**src/rtl/scad_loop_unit.sv**
```systemverilog
// ---------------------------------------------------------------------------
// scad_loop_unit
//
// Shift-count / exponent datapath for the EBOX SCD area. Contains the W-bit
// SCAD adder with its A/B operand muxes, the SC and FE registers, and a
// count-down loop sequencer. The sequencer replaces microcode SC-decrement
// loops for shift, normalize and divide steps.
//
// Parameters
//   W      width of SCAD, SC and FE (arithmetic mod 2^W, MSB is the sign)
//   LIMIT  signed threshold for sc_ge_limit_h, 0 < LIMIT < 2^(W-1)
//
// Ports
//   clk3_scd_h        clock, all state changes on the rising edge
//   mr_reset_01_h     synchronous active-high reset
//   cram_scada_sel_h  A operand: 0=FE 1=ar_exp 2=ar_pos 3=cram_nr
//   cram_scadb_sel_h  B operand: 0=SC 1=cram_nr 2=ar_exp 3=zero
//   cram_scad_op_h    0=A 1=A+B 2=A-B 3=A+1 4=A-1 5=A|B 6=A&B 7=B
//   cram_nr_h         microcode magic number
//   ar_exp_h          sign-extended exponent field from AR
//   ar_pos_h          position/size field from AR
//   sc_load_h         SC <- SCAD
//   fe_load_h         FE <- SCAD (live in every state)
//   loop_start_h      SC <- SCAD and start the count-down
//   loop_abort_h      terminate the loop without a done pulse
//   step_en_h         allow one loop decrement this cycle
//   scad_h            combinational SCAD result
//   sc_h, fe_h        registers
//   scd_scadEq0_l     low when scad_h is zero
//   scad_sign_h, sc_sign_h, fe_sign_h  sign bits
//   sc_ge_limit_h     signed SC >= LIMIT
//   loop_busy_h       high while the loop is running
//   loop_done_h       one-cycle completion pulse
// ---------------------------------------------------------------------------
module scad_loop_unit #(
  parameter int W     = 10,
  parameter int LIMIT = 36
) (
  input  logic         clk3_scd_h,
  input  logic         mr_reset_01_h,
  input  logic [1:0]   cram_scada_sel_h,
  input  logic [1:0]   cram_scadb_sel_h,
  input  logic [2:0]   cram_scad_op_h,
  input  logic [W-1:0] cram_nr_h,
  input  logic [W-1:0] ar_exp_h,
  input  logic [W-1:0] ar_pos_h,
  input  logic         sc_load_h,
  input  logic         fe_load_h,
  input  logic         loop_start_h,
  input  logic         loop_abort_h,
  input  logic         step_en_h,
  output logic [W-1:0] scad_h,
  output logic [W-1:0] sc_h,
  output logic [W-1:0] fe_h,
  output logic         scd_scadEq0_l,
  output logic         scad_sign_h,
  output logic         sc_sign_h,
  output logic         fe_sign_h,
  output logic         sc_ge_limit_h,
  output logic         loop_busy_h,
  output logic         loop_done_h
);

  typedef enum logic [1:0] {
    ST_IDLE = 2'd0,
    ST_RUN  = 2'd1,
    ST_DONE = 2'd2
  } state_t;

  localparam logic [W-1:0] ONE_W   = W'(1);
  localparam logic [W-1:0] LIMIT_W = W'(LIMIT);

  state_t       state_reg;
  logic [W-1:0] sc_reg;
  logic [W-1:0] fe_reg;
  logic         busy_reg;
  logic         done_reg;

  logic [W-1:0] scad_a;
  logic [W-1:0] scad_b;
  logic [W-1:0] scad_res;
  logic         scad_positive;

  // Operand muxes and SCAD function; all arithmetic wraps mod 2^W.
  always_comb begin
    scad_a = fe_reg;
    case (cram_scada_sel_h)
      2'd0: scad_a = fe_reg;
      2'd1: scad_a = ar_exp_h;
      2'd2: scad_a = ar_pos_h;
      2'd3: scad_a = cram_nr_h;
      default: scad_a = fe_reg;
    endcase

    scad_b = sc_reg;
    case (cram_scadb_sel_h)
      2'd0: scad_b = sc_reg;
      2'd1: scad_b = cram_nr_h;
      2'd2: scad_b = ar_exp_h;
      2'd3: scad_b = '0;
      default: scad_b = sc_reg;
    endcase

    scad_res = scad_a;
    case (cram_scad_op_h)
      3'd0: scad_res = scad_a;
      3'd1: scad_res = scad_a + scad_b;
      3'd2: scad_res = scad_a - scad_b;
      3'd3: scad_res = scad_a + ONE_W;
      3'd4: scad_res = scad_a - ONE_W;
      3'd5: scad_res = scad_a | scad_b;
      3'd6: scad_res = scad_a & scad_b;
      3'd7: scad_res = scad_b;
      default: scad_res = scad_a;
    endcase
  end

  // A loaded count only runs if it is strictly positive as a signed value.
  assign scad_positive = !scad_res[W-1] && (scad_res != '0);

  // Loop sequencer plus SC/FE registers. busy/done are registered copies of
  // the next state so they line up with the state without decode glitches.
  always_ff @(posedge clk3_scd_h) begin
    if (mr_reset_01_h) begin
      state_reg <= ST_IDLE;
      sc_reg    <= '0;
      fe_reg    <= '0;
      busy_reg  <= 1'b0;
      done_reg  <= 1'b0;
    end else begin
      if (fe_load_h) begin
        fe_reg <= scad_res;
      end

      case (state_reg)
        ST_RUN: begin
          // The decrement still happens in an abort cycle, so SC is left
          // holding the number of iterations that were not executed.
          if (step_en_h) begin
            sc_reg <= sc_reg - ONE_W;
          end
          if (loop_abort_h) begin
            state_reg <= ST_IDLE;
            busy_reg  <= 1'b0;
            done_reg  <= 1'b0;
          end else if (step_en_h && (sc_reg == ONE_W)) begin
            state_reg <= ST_DONE;
            busy_reg  <= 1'b0;
            done_reg  <= 1'b1;
          end
        end

        default: begin
          // IDLE and DONE behave alike; DONE always falls back to IDLE
          // unless a new loop is started.
          if (loop_start_h && !loop_abort_h) begin
            sc_reg <= scad_res;
            if (scad_positive) begin
              state_reg <= ST_RUN;
              busy_reg  <= 1'b1;
              done_reg  <= 1'b0;
            end else begin
              state_reg <= ST_DONE;
              busy_reg  <= 1'b0;
              done_reg  <= 1'b1;
            end
          end else begin
            // A start suppressed by abort must not sneak in through sc_load.
            if (sc_load_h && !loop_start_h) begin
              sc_reg <= scad_res;
            end
            state_reg <= ST_IDLE;
            busy_reg  <= 1'b0;
            done_reg  <= 1'b0;
          end
        end
      endcase
    end
  end

  assign scad_h        = scad_res;
  assign sc_h          = sc_reg;
  assign fe_h          = fe_reg;
  assign scd_scadEq0_l = (scad_res != '0);
  assign scad_sign_h   = scad_res[W-1];
  assign sc_sign_h     = sc_reg[W-1];
  assign fe_sign_h     = fe_reg[W-1];
  assign sc_ge_limit_h = ($signed(sc_reg) >= $signed(LIMIT_W));
  assign loop_busy_h   = busy_reg;
  assign loop_done_h   = done_reg;

endmodule
```
**config.mk**
```make
export PLATFORM = sky130hd
export DESIGN_NAME = scad_loop_unit
export DESIGN_NICKNAME = d
export VERILOG_FILES = /design/src/rtl/scad_loop_unit.sv
export SDC_FILE = /design/constraint.sdc
export NUM_CORES = 1
export LEC_CHECK = 0
export ABC_AREA = 1
export ABC_CLOCK_PERIOD_IN_PS = 8300
export BUFFER_PORTS_ARGS = -buffer_cell sky130_fd_sc_hd__buf_2
export CAP_MARGIN = 10
export CORE_ASPECT_RATIO = 1.75
export CORE_MARGIN = 5
export CORE_UTILIZATION = 55
export DETAILED_ROUTE_END_ITERATION = 7
export PLACE_DENSITY = 0.9
export SYNTH_ARGS = -nofsm -noshare
export SYNTH_HDL_FRONTEND = slang
export SYNTH_SLANG_ARGS = --single-unit
```
**constraint.sdc**
```tcl
create_clock -name clk3_scd_h -period 8.3 [get_ports clk3_scd_h]
set_input_delay 0.415 -clock clk3_scd_h [delete_from_list [all_inputs] [get_ports clk3_scd_h]]
set_output_delay 0.415 -clock clk3_scd_h [all_outputs]
set_load 0.1 [all_outputs]
```
Yosys cells after proc, flatten, opt, wreduce, memory -nomap -nowiden --
Cells that the tools add are included.
Word-level totals: register bits after elaboration 24, bits in latches 0, memory bits (writable) 0, memory bits (read-only) 0, bits of input ports 44, memories 0
Cells by class: $add $sub $neg 5, multipliers 0, div/mod/pow operators 0, order comparisons 1, equality and inequality tests 17, shifts and indexed selects 0, mux-type cells 22, bitwise gates (word level) 2, reductions and logical operators 13
Operators by type and width (number):
- case mux 10 bit (4 select lines) | 2
- case mux 10 bit (8 select lines) | 1
- two-way mux 10 bit | 4
- subtractor 10 x 1 -> 10 bit (second input constant) | 2
- == test 3 bit (second input constant) | 4
- adder 10 x 1 -> 10 bit (second input constant) | 1
- adder 10 bit | 1
- AND 10 bit | 1
- == test 10 x 1 -> 1 bit (second input constant) | 1
- >= comparator 10 x 7 -> 1 bit (second input constant) | 1
- two-way mux 1 bit | 10
- two-way mux 2 bit | 5
- bitwise OR 10 bit | 1
- nonzero test 10 bit | 1
- subtractor 10 bit | 1
- == test 2 bit (second input constant) | 4
- == test 2 x 1 -> 1 bit (second input constant) | 3
- == test 3 x 2 -> 1 bit (second input constant) | 2
- logical AND 1 bit | 4
- zero test 2 bit | 2
- == test 3 x 1 -> 1 bit (second input constant) | 1
- zero test 1 bit | 3
- zero test 3 bit | 1
- != test 3 bit (second input constant) | 1
- 3 further kinds | 3

Longest topological paths before layout --
Gate-level depths: netlist of run 1.
word-level depth 9, depth in mapped cells 28, gate-level depth less buffers 28

Worst setup path after synthesis of run 1 --
OpenSTA, ideal clock, no wires.
path kind register -> output, start register sc_reg[1] (netlist: sc_h[1]), end output scd_scadEq0_l, data arrival time 5.352 ns, required time 7.885 ns, setup slack 2.533 ns, stages on the path, launching flop included 18, buffers on the path 0, path through dfxtp_1 > inv_1 > nand2_1 > nand2_2 > ha_1 > o22ai_1 > inv_1 > fa_1 > inv_1 > nand3_1 > nand2_1 > a21oi_1 > o21ai_0 > xnor2_1 > o21ai_1 > nor2_1 > nand4_1 > or2_1
Between the ends: longest elaborated chain between the ends 4
Ends and longest elaborated chain:
- start, declared | RTL line 74 | logic [W-1:0] sc_reg;
- start signal, assigned | RTL line 140 | sc_reg <= sc_reg - ONE_W;
- start signal, assigned | RTL line 157 | sc_reg <= scad_res;
- start signal, assigned | RTL line 170 | sc_reg <= scad_res;
- case mux 10 bit (4 select lines) (*) | RTL line 96 | case (cram_scadb_sel_h)
- subtractor 10 bit or adder 10 bit (tied branches) | RTL line 108, 107
- case mux 10 bit (8 select lines) (*) | RTL line 105 | case (cram_scad_op_h)
- net scad_h[6] | RTL line 52 | output logic [W-1:0] scad_h,
- nonzero test 10 bit (*) | RTL line 184 | assign scd_scadEq0_l = (scad_res != '0);
- end, declared | RTL line 55 | output logic scd_scadEq0_l,
The timed path passes the listed nets; every way through them passes the cells marked *.

Worst setup path after layout of run 1 --
start input cram_scadb_sel_h[1], end output scd_scadEq0_l
Between the ends: longest elaborated chain between the ends 5
Ends and longest elaborated chain:
- start, declared | RTL line 42 | input logic [1:0] cram_scadb_sel_h,
- == test 2 bit, or another cell as far along | RTL line 96
- case mux 10 bit (4 select lines) (*) | RTL line 96
- subtractor 10 bit, or another cell as far along | RTL line 108 | 3'd2: scad_res = scad_a - scad_b;
- case mux 10 bit (8 select lines) (*) | RTL line 105
- nonzero test 10 bit (*) | RTL line 184
Every way passes the cells marked *; elsewhere a longest branch is shown, timed or not.

==> flow_summary.json, run 1 <==
{
  "run_status": "finished, final reports clean",
  "routed-wl-met2_um": 5640,
  "number_of_antenna_violations_at_the_first_check_in_global_routing": 0,
  "metal_1_wl_um": 3650,
  "io_pins": 81,
  "fin_nets": 631,
  "dieHeight_um": 108,
  "max_clock_freq_ghz": 0.211,
  "hold_path.class": "in -> reg",
  "path_max_fanout": 12,
  "number_of_global_route_vias_before_repair": 3731,
  "antenna-diode-count": 0,
  "setup_tns_ns": 0,
  "post_synth_most_frequent_cells": "107 x nand2_1, 68 x inv_1, 50 x nor2_1, 47 x o21ai_0, 26 x nand3_1",
  "fin_crit_ns": 4.74,
  "clockBufferDepth": 2,
  "syn_area_per_cell_um2": 6.02,
  "dpl.cell_count": 640,
  "power.leakage_nw": 1.86,
  "cts_hold_bufs": 0,
  "wl_met3_um": 616,
  "setup_violation_total_in_the_final_timing_report": 0,
  "post_synth_top_area_share": 0.147,
  "post-cts-setup-buffers": 0,
  "worst_flop_to_flop_path_endpoint": "state_reg[1]$_SDFFE_PP0P_",
  "initial_core_util": 0.565,
  "dp.final_hpwl_um": 8930,
  "synth_warnings": 0,
  "reg2reg_slack_ns": 4.68,
  "synthMostInstantiatedCell": "nand2_1",
  "root_buffer_selected_by_cts": "clkbuf_8",
  "layout-area-overhead-vs-synth_pct": 16.2,
  "postSynthNetCount": 557,
  "irDropWorstVdd_v": 0.000261,
  "yosys_register_bits": 22,
  "final_min_period_over_clock_period": 0.571,
  "top_signal_layer_used": "met4",
  "worstReg2RegStart": "sc_h[3]$_SDFFE_PP0P_",
  "startpoint_type": "input port",
  "post-synth-top-area-cell": "dfxtp_1",
  "cp-startpoint": "cram_scadb_sel_h[1]",
  "synth_cells": 497,
  "grt_start_max_net_pins": 18,
  "cts_tree": "built",
  "vias": 3707,
  "wire_length_of_the_first_global_routing_pass_um": 17500,
  "synth_area_mm2": 0.00299,
  "rsz0062_at_grt": "false",
  "final-max-slew-violation-count": 0,
  "setup.worst_path.end": "scd_scadEq0_l",
  "port_buffers": 80,
  "drt-wirelength-per-cell_um": 16.5,
  "endpoint_kind": "primary output",
  "cts_buffers": 3,
  "drt-vias-per-instance": 5.76,
  "ys.flop_type": "dfxtp_1",
  "post_cts_resize_count": 0,
  "layout-drive-gt1-share": 0.253,
  "fraction_of_synthesis_flops_using_an_asynchronous_set_or_reset_pin": 0,
  "core_mm2": 0.00530,
  "fin_worst_skew_ns": 0.00553,
  "synth_enable_flop_cells": 0,
  "clock_sink_count": 22,
  "post-route-drc-count": 0,
  "drv.max_cap_violation_count": 0,
  "first_iter_violations": 226,
  "floorplan.die.width_um": 65.8,
  "yosysSeqAreaShare": 0.147,
  "route.final.wire_length_um": 10700,
  "fp.dieArea_mm2": 0.00708,
  "max_slew.worst_pin.slew_ns": 1.07,
  "class_of_the_most_critical_setup_path": "in -> out",
  "final_core_utilization": 0.656,
  "instances_no_fill": 644,
  "worst-endpoint-required_ns": 7.89,
  "reg2reg_depth": 19,
  "worstPathArrival_ns": 4.32,
  "globalRouteTotalUtil": 0.314,
  "finalHoldViolations": 0,
  "worst_setup_hold_path_clk_slew_ns": 0.08,
  "post_synth_num_cell_types": 50,
  "synthTopCellsByArea": "dfxtp_1 15%, nand2_1 13%, inv_1 8.5%",
  "overflow": 0,
  "clock_tree.htree_level_count": 1,
  "route.antenna.remaining_nets": 0,
  "place.gp.congestion": 1.05,
  "clk-insertion-delay-late_ns": 0.27,
  "fp-row-count": 35,
  "powerDensity_mw_per_mm2": 241,
  "relSlewSlack": 0.284,
  "drt_pass1_iterations": 5
}
[cell families after synthesis]
| family | Yosys count | share of synthesized area |
|---|---|---|
| AND/OR/NAND/NOR | 231 | 0.374 |
| AO/OA/AOI/OAI | 124 | 0.251 |
| buffers and inverters | 96 | 0.135 |
| flip-flops | 22 | 0.147 |
| adder cells (fa/ha/maj) | 16 | 0.0694 |
| XOR/XNOR | 8 | 0.0234 |
[cells in the final DEF (no fill, tap or decap), drive strengths merged, types with 2 or more instances in the layout]
| cell | netlist | routed |
|---|---|---|
| inv | 83 | 83 |
| nand3 | 32 | 32 |
| a221oi | 3 | 3 |
| dfxtp | 22 | 22 |
| o221ai | 3 | 3 |
| a31oi | 4 | 4 |
| o211ai | 6 | 6 |
| nand2 | 121 | 121 |
| a21boi | 2 | 2 |
| nor3 | 5 | 5 |
| nor2 | 63 | 63 |
| a22oi | 3 | 3 |
| xnor2 | 2 | 2 |
| or2 | 4 | 4 |
| clkbuf | 4 | 3 |
| nand4 | 6 | 6 |
| buf | 8 | 81 |
| a211oi | 2 | 2 |
| a31o | 2 | 2 |
| o22ai | 2 | 2 |
| a21oi | 27 | 27 |
| xor2 | 6 | 6 |
| o21ai | 62 | 62 |
| a22o | 4 | 4 |
| ha | 15 | 15 |
[through the flow]
step / instance area (um2) / setup WS, ns / hold slack, ns / total power (W)
global route: 3480 / 3.25 / 0.445 / 0.000884
global placement: 3410 / 3.63 / 0.500 / 0.000727
detailed placement: 3410 / 3.60 / 0.496 / 0.000731
finish: 3480 / 3.56 / 0.425 / 0.000839
floorplan: 2990 / 2.53 / 0.571 / 0.000614
CTS: 3480 / 3.60 / 0.429 / 0.000832
[worst max-delay path, cell delays in order]
cell and delay, ns:
buf_2 0.13, inv_2 0.22, nand2_4 0.13, o21ai_4 0.28, ha_1 0.25, nand3_1 0.12, nor2_1 0.21, nand3_1 0.11
a31o_2 0.30, ha_1 0.30, nand2_1 0.09, nor2_1 0.05, a211oi_1 0.17, nand2_1 0.09, or2_2 0.28, nand3_1 0.08
o211ai_1 0.22, nor2_1 0.16, nand4_1 0.15, or2_1 0.26, buf_2 0.29
[per-layer routing]
metal,global-route usage,up-vias
met2,0.579,190
li1,-,1783
met1,0.318,1679
met4,0.209,0
met5,0,-
met3,0.0324,55
[cell type report]
| class | instances | area [um2] |
|---|---|---|
| well taps | 74 | 92.6 |
| repair buffers | 81 | 408 |
| clock inverters | 1 | 30.0 |
| flip-flops and latches | 22 | 440 |
| clock buffers | 3 | 41.3 |
| fillers | 507 | 1820 |
| inverters | 84 | 318 |
| multi-input cells | 379 | 2150 |
[worst min path at each step]
| stage | endpoint | start | depth (start not counted) |
|---|---|---|---|
| floorplan | fe_h[6]$_SDFFE_PP0P_ | mr_reset_01_h | 3 |
| global placement | sc_h[7]$_SDFFE_PP0P_ | sc_h[7]$_SDFFE_PP0P_ | 2 |
| detailed placement | sc_h[7]$_SDFFE_PP0P_ | sc_h[7]$_SDFFE_PP0P_ | 2 |
| CTS | state_reg[1]$_SDFFE_PP0P_ | loop_abort_h | 4 |
| global route | state_reg[1]$_SDFFE_PP0P_ | loop_abort_h | 4 |
| finish | state_reg[1]$_SDFFE_PP0P_ | loop_abort_h | 4 |
[where the power goes]
group | switching, W | internal, W
Combinational | 0.000472 | 0.000128
Clock | 0.0000364 | 0.0000645
Sequential | 0.0000182 | 0.000120
No activity file was read; power rests on OpenSTA's default activity.
==> run 2: changes to the inputs <==
==> config.mk (replaced) <==
export PLATFORM = sky130hd
export DESIGN_NAME = scad_loop_unit
export DESIGN_NICKNAME = d
export VERILOG_FILES = /design/src/rtl/scad_loop_unit.sv
export SDC_FILE = /design/constraint.sdc
export NUM_CORES = 1
export LEC_CHECK = 0
export ABC_AREA = 0
export ABC_CLOCK_PERIOD_IN_PS = 4000
export BUFFER_PORTS_ARGS = -buffer_cell sky130_fd_sc_hd__buf_2
export CAP_MARGIN = 10
export CORE_ASPECT_RATIO = 1.75
export CORE_MARGIN = 5
export CORE_UTILIZATION = 48
export DETAILED_ROUTE_END_ITERATION = 7
export PLACE_DENSITY = 0.85
export SYNTH_ARGS = -nofsm -noshare
export SYNTH_HDL_FRONTEND = slang
export SYNTH_SLANG_ARGS = --single-unit
==> constraint.sdc (replaced) <==
create_clock -name clk3_scd_h -period 4 [get_ports clk3_scd_h]
set_input_delay 0.2 -clock clk3_scd_h [delete_from_list [all_inputs] [get_ports clk3_scd_h]]
set_output_delay 0.2 -clock clk3_scd_h [all_outputs]
set_load 0.1 [all_outputs]
==> flow_summary.json, run 2 <==
{
  "run_status": "finished, violations left",
  "violations": "negative setup slack",
  "syn_area_per_cell_um2": 7.49,
  "final_min_period_over_clock_period": 1.07,
  "synthMostInstantiatedCell": "nor2_1",
  "clock_tree.htree_level_count": 1,
  "fin_crit_ns": 4.29,
  "first_iter_violations": 250,
  "floorplan.die.width_um": 67.4,
  "post_synth_most_frequent_cells": "46 x nor2_1, 36 x nand2_1, 32 x a21oi_1, 25 x o21ai_0, 22 x dfxtp_1",
  "antenna-diode-count": 0,
  "drt-wirelength-per-cell_um": 19.2,
  "max_slew.worst_pin.slew_ns": 0.709,
  "clockBufferDepth": 2,
  "fillers": 439,
  "preCtsSetupSlack_ns": -0.352,
  "final.setup.worst_slack_ns": -0.286,
  "clock_sink_count": 22,
  "path_max_fanout": 2,
  "number_of_antenna_violations_at_the_first_check_in_global_routing": 0,
  "layout-drive-gt1-share": 0.389,
  "setup_tns_ns": -0.727,
  "post_synth_num_cell_types": 61,
  "final-max-slew-violation-count": 0,
  "dieHeight_um": 110,
  "commonest_non_fill_non_tap_cell_in_the_layout": "buf_2",
  "post_synth_top_area_share": 0.159,
  "power.leakage_nw": 1.79,
  "synth_enable_flop_cells": 0,
  "worst-endpoint-required_ns": 3.80,
  "core_mm2": 0.00559,
  "synth_area_mm2": 0.00277,
  "synth_compound_area_frac": 0.291,
  "multiInputGateArea_mm2": 0.00233,
  "irDropWorstVdd_v": 0.000502,
  "initial_core_util": 0.495,
  "io_pins": 81,
  "cts_hold_bufs": 0,
  "cts_tree": "built",
  "synth.area.mux_share": 0.154,
  "drt-vias-per-instance": 6.35,
  "dominant_combinational_cell_family_by_area_after_synthesis": "compound AO/OA/AOI/OAI gates",
  "worst_setup_hold_path_clk_slew_ns": 0.08,
  "route.final.wire_length_um": 10800,
  "root_buffer_selected_by_cts": "clkbuf_8",
  "cts_buffers": 3,
  "fin_nets": 547,
  "vias": 3566,
  "fraction_of_synthesis_flops_using_an_asynchronous_set_or_reset_pin": 0,
  "worstPathArrival_ns": 4.09,
  "class_of_the_most_critical_setup_path": "reg -> out",
  "drt_pass1_iterations": 6,
  "layout_common_cells": "73 x buf_2, 55 x buf_4, 46 x nor2_1",
  "route.antenna.remaining_nets": 0,
  "setup_violation_total_in_the_final_timing_report": 3,
  "synth_xor_xnor_area_share": 0.0443,
  "finalHoldViolations": 0,
  "synth_warnings": 0,
  "synth_cells": 369,
  "synthTopCellsByArea": "dfxtp_1 16%, mux4_2 7.3%, mux2i_1 7.2%",
  "ys.flop_type": "dfxtp_1",
  "overflow": 0,
  "fp.dieArea_mm2": 0.00744,
  "endpoint_kind": "primary output",
  "startpoint_type": "flop",
  "yosys_register_bits": 22,
  "number_of_global_route_vias_before_repair": 3547,
  "post-route-drc-count": 0,
  "synth_fa_ha_area_frac": 0.0751,
  "rsz0062_at_grt": "true",
  "fin_worst_skew_ns": 0.00456,
  "powerDensity_mw_per_mm2": 537,
  "relSlewSlack": 0.522,
  "area.sequential_um2": 460,
  "port_buffers": 80,
  "hold_path.class": "in -> reg",
  "post-synth-top-area-cell": "dfxtp_1",
  "drv.max_cap_violation_count": 0,
  "yosysSeqAreaShare": 0.159,
  "layout-area-overhead-vs-synth_pct": 41.0,
  "dp.final_hpwl_um": 8420,
  "max_clock_freq_ghz": 0.233,
  "area_share_of_and_or_nand_nor_cells_after_synthesis": 0.214,
  "globalRouteTotalUtil": 0.285,
  "fp-row-count": 36,
  "postSynthNetCount": 429,
  "place.gp.congestion": 0.990,
  "grt_start_max_net_pins": 24,
  "wire_length_of_the_first_global_routing_pass_um": 16800,
  "clk-insertion-delay-late_ns": 0.26
}
## run 2: cell types whose count changed after synthesis, sizes merged, moves of 7 or more
| cell | previous run | this run |
|---|---|---|
| inv | 83 | 13 |
| nand2 | 121 | 36 |
| nand3 | 32 | 3 |
| mux2i | 0 | 20 |
| o21ai | 62 | 26 |
| xnor2 | 2 | 10 |
| clkbuf | 4 | 12 |
| mux4 | 0 | 9 |
| o2bb2ai | 0 | 7 |
| nor2 | 63 | 46 |
## run 2: worst paths after layout
kind | from | to | slack, ns | cells after the start
hold / removal | loop_abort_h | state_reg[1]$_SDFFE_PP0P_ | 0.24 | 3
hold reg to reg | fe_h[6]$_SDFFE_PP0P_ | fe_h[6]$_SDFFE_PP0P_ | 0.51 | 2
setup / recovery | sc_h[3]$_SDFFE_PP0P_ | scd_scadEq0_l | -0.29 | 17
setup reg to reg | sc_h[3]$_SDFFE_PP0P_ | state_reg[1]$_SDFFE_PP0P_ | 0.03 | 17
## run 2: critical path: stages (launching register included)
cell,delay (ns)
dfxtp_4,0.35
mux2i_1,0.16
a2bb2oi_2,0.16
or4b_4,0.47
and2b_1,0.23
nand2_1,0.07
xnor2_1,0.13
o22ai_1,0.19
ha_1,0.28
a21o_1,0.19
a31o_2,0.23
a21oi_2,0.15
xor2_2,0.20
a221oi_4,0.10
or3_4,0.35
nor4_4,0.29
nand2b_4,0.09
buf_12,0.17
## run 2: metrics by stage
stage                     power (W)  cells  cell area (um2)  utilization  hold slack, ns
final                       0.00210    562             3900        0.698           0.238
after global routing        0.00219    562             3900        0.698           0.236
after CTS                   0.00203    564             3820        0.683           0.235
after detailed placement    0.00184    556             3670        0.657           0.500
after global placement      0.00181    556             3670        0.657           0.476
after floorplan             0.00142    369             2840            -           0.364
## run 2: layout make-up
cell class,count,area share
Clock buffer,3,0.0106
Clock inverter,1,0.000962
Inverter,14,0.0135
Multi-Input combinational cell,310,0.597
Sequential cell,22,0.118
Tap cell,76,0.0244
Timing Repair Buffer,136,0.235
## run 2: report_power, final
group,internal [W],switching [W],total [W]
sequential,0.000256,0.0000363,0.000292
combinational,0.000559,0.00111,0.00166
clock,0.0000686,0.0000705,0.000139
## run 2: what timing repair did
action,in CTS,in global routing
setup endpoints to repair,3,10
buffers inserted,4,1
resized for setup,18,16
pin swaps,9,16
## run 2: per-layer routing
metal | share of wire | up-vias | routed length [um] | track usage
met4 | 0.075 | 0 | 808 | 0.180
met2 | 0.54 | 233 | 5820 | 0.516
li1 | - | 1604 | - | -
met5 | 0 | - | 0 | 0
met1 | 0.32 | 1656 | 3430 | 0.295
met3 | 0.066 | 73 | 715 | 0.0305
## run 2: cell families (layout without fill, tap and decap cells)
kind of cell             count (synthesis)  after routing
AND/OR/NAND/NOR                        127            127
AO/OA/AOI/OAI                          122            122
buffers and inverters                   37            154
multiplexers                            31             31
flip-flops                              22             22
adder cells (fa/ha/maj)                 16             16
XOR/XNOR                                14             14
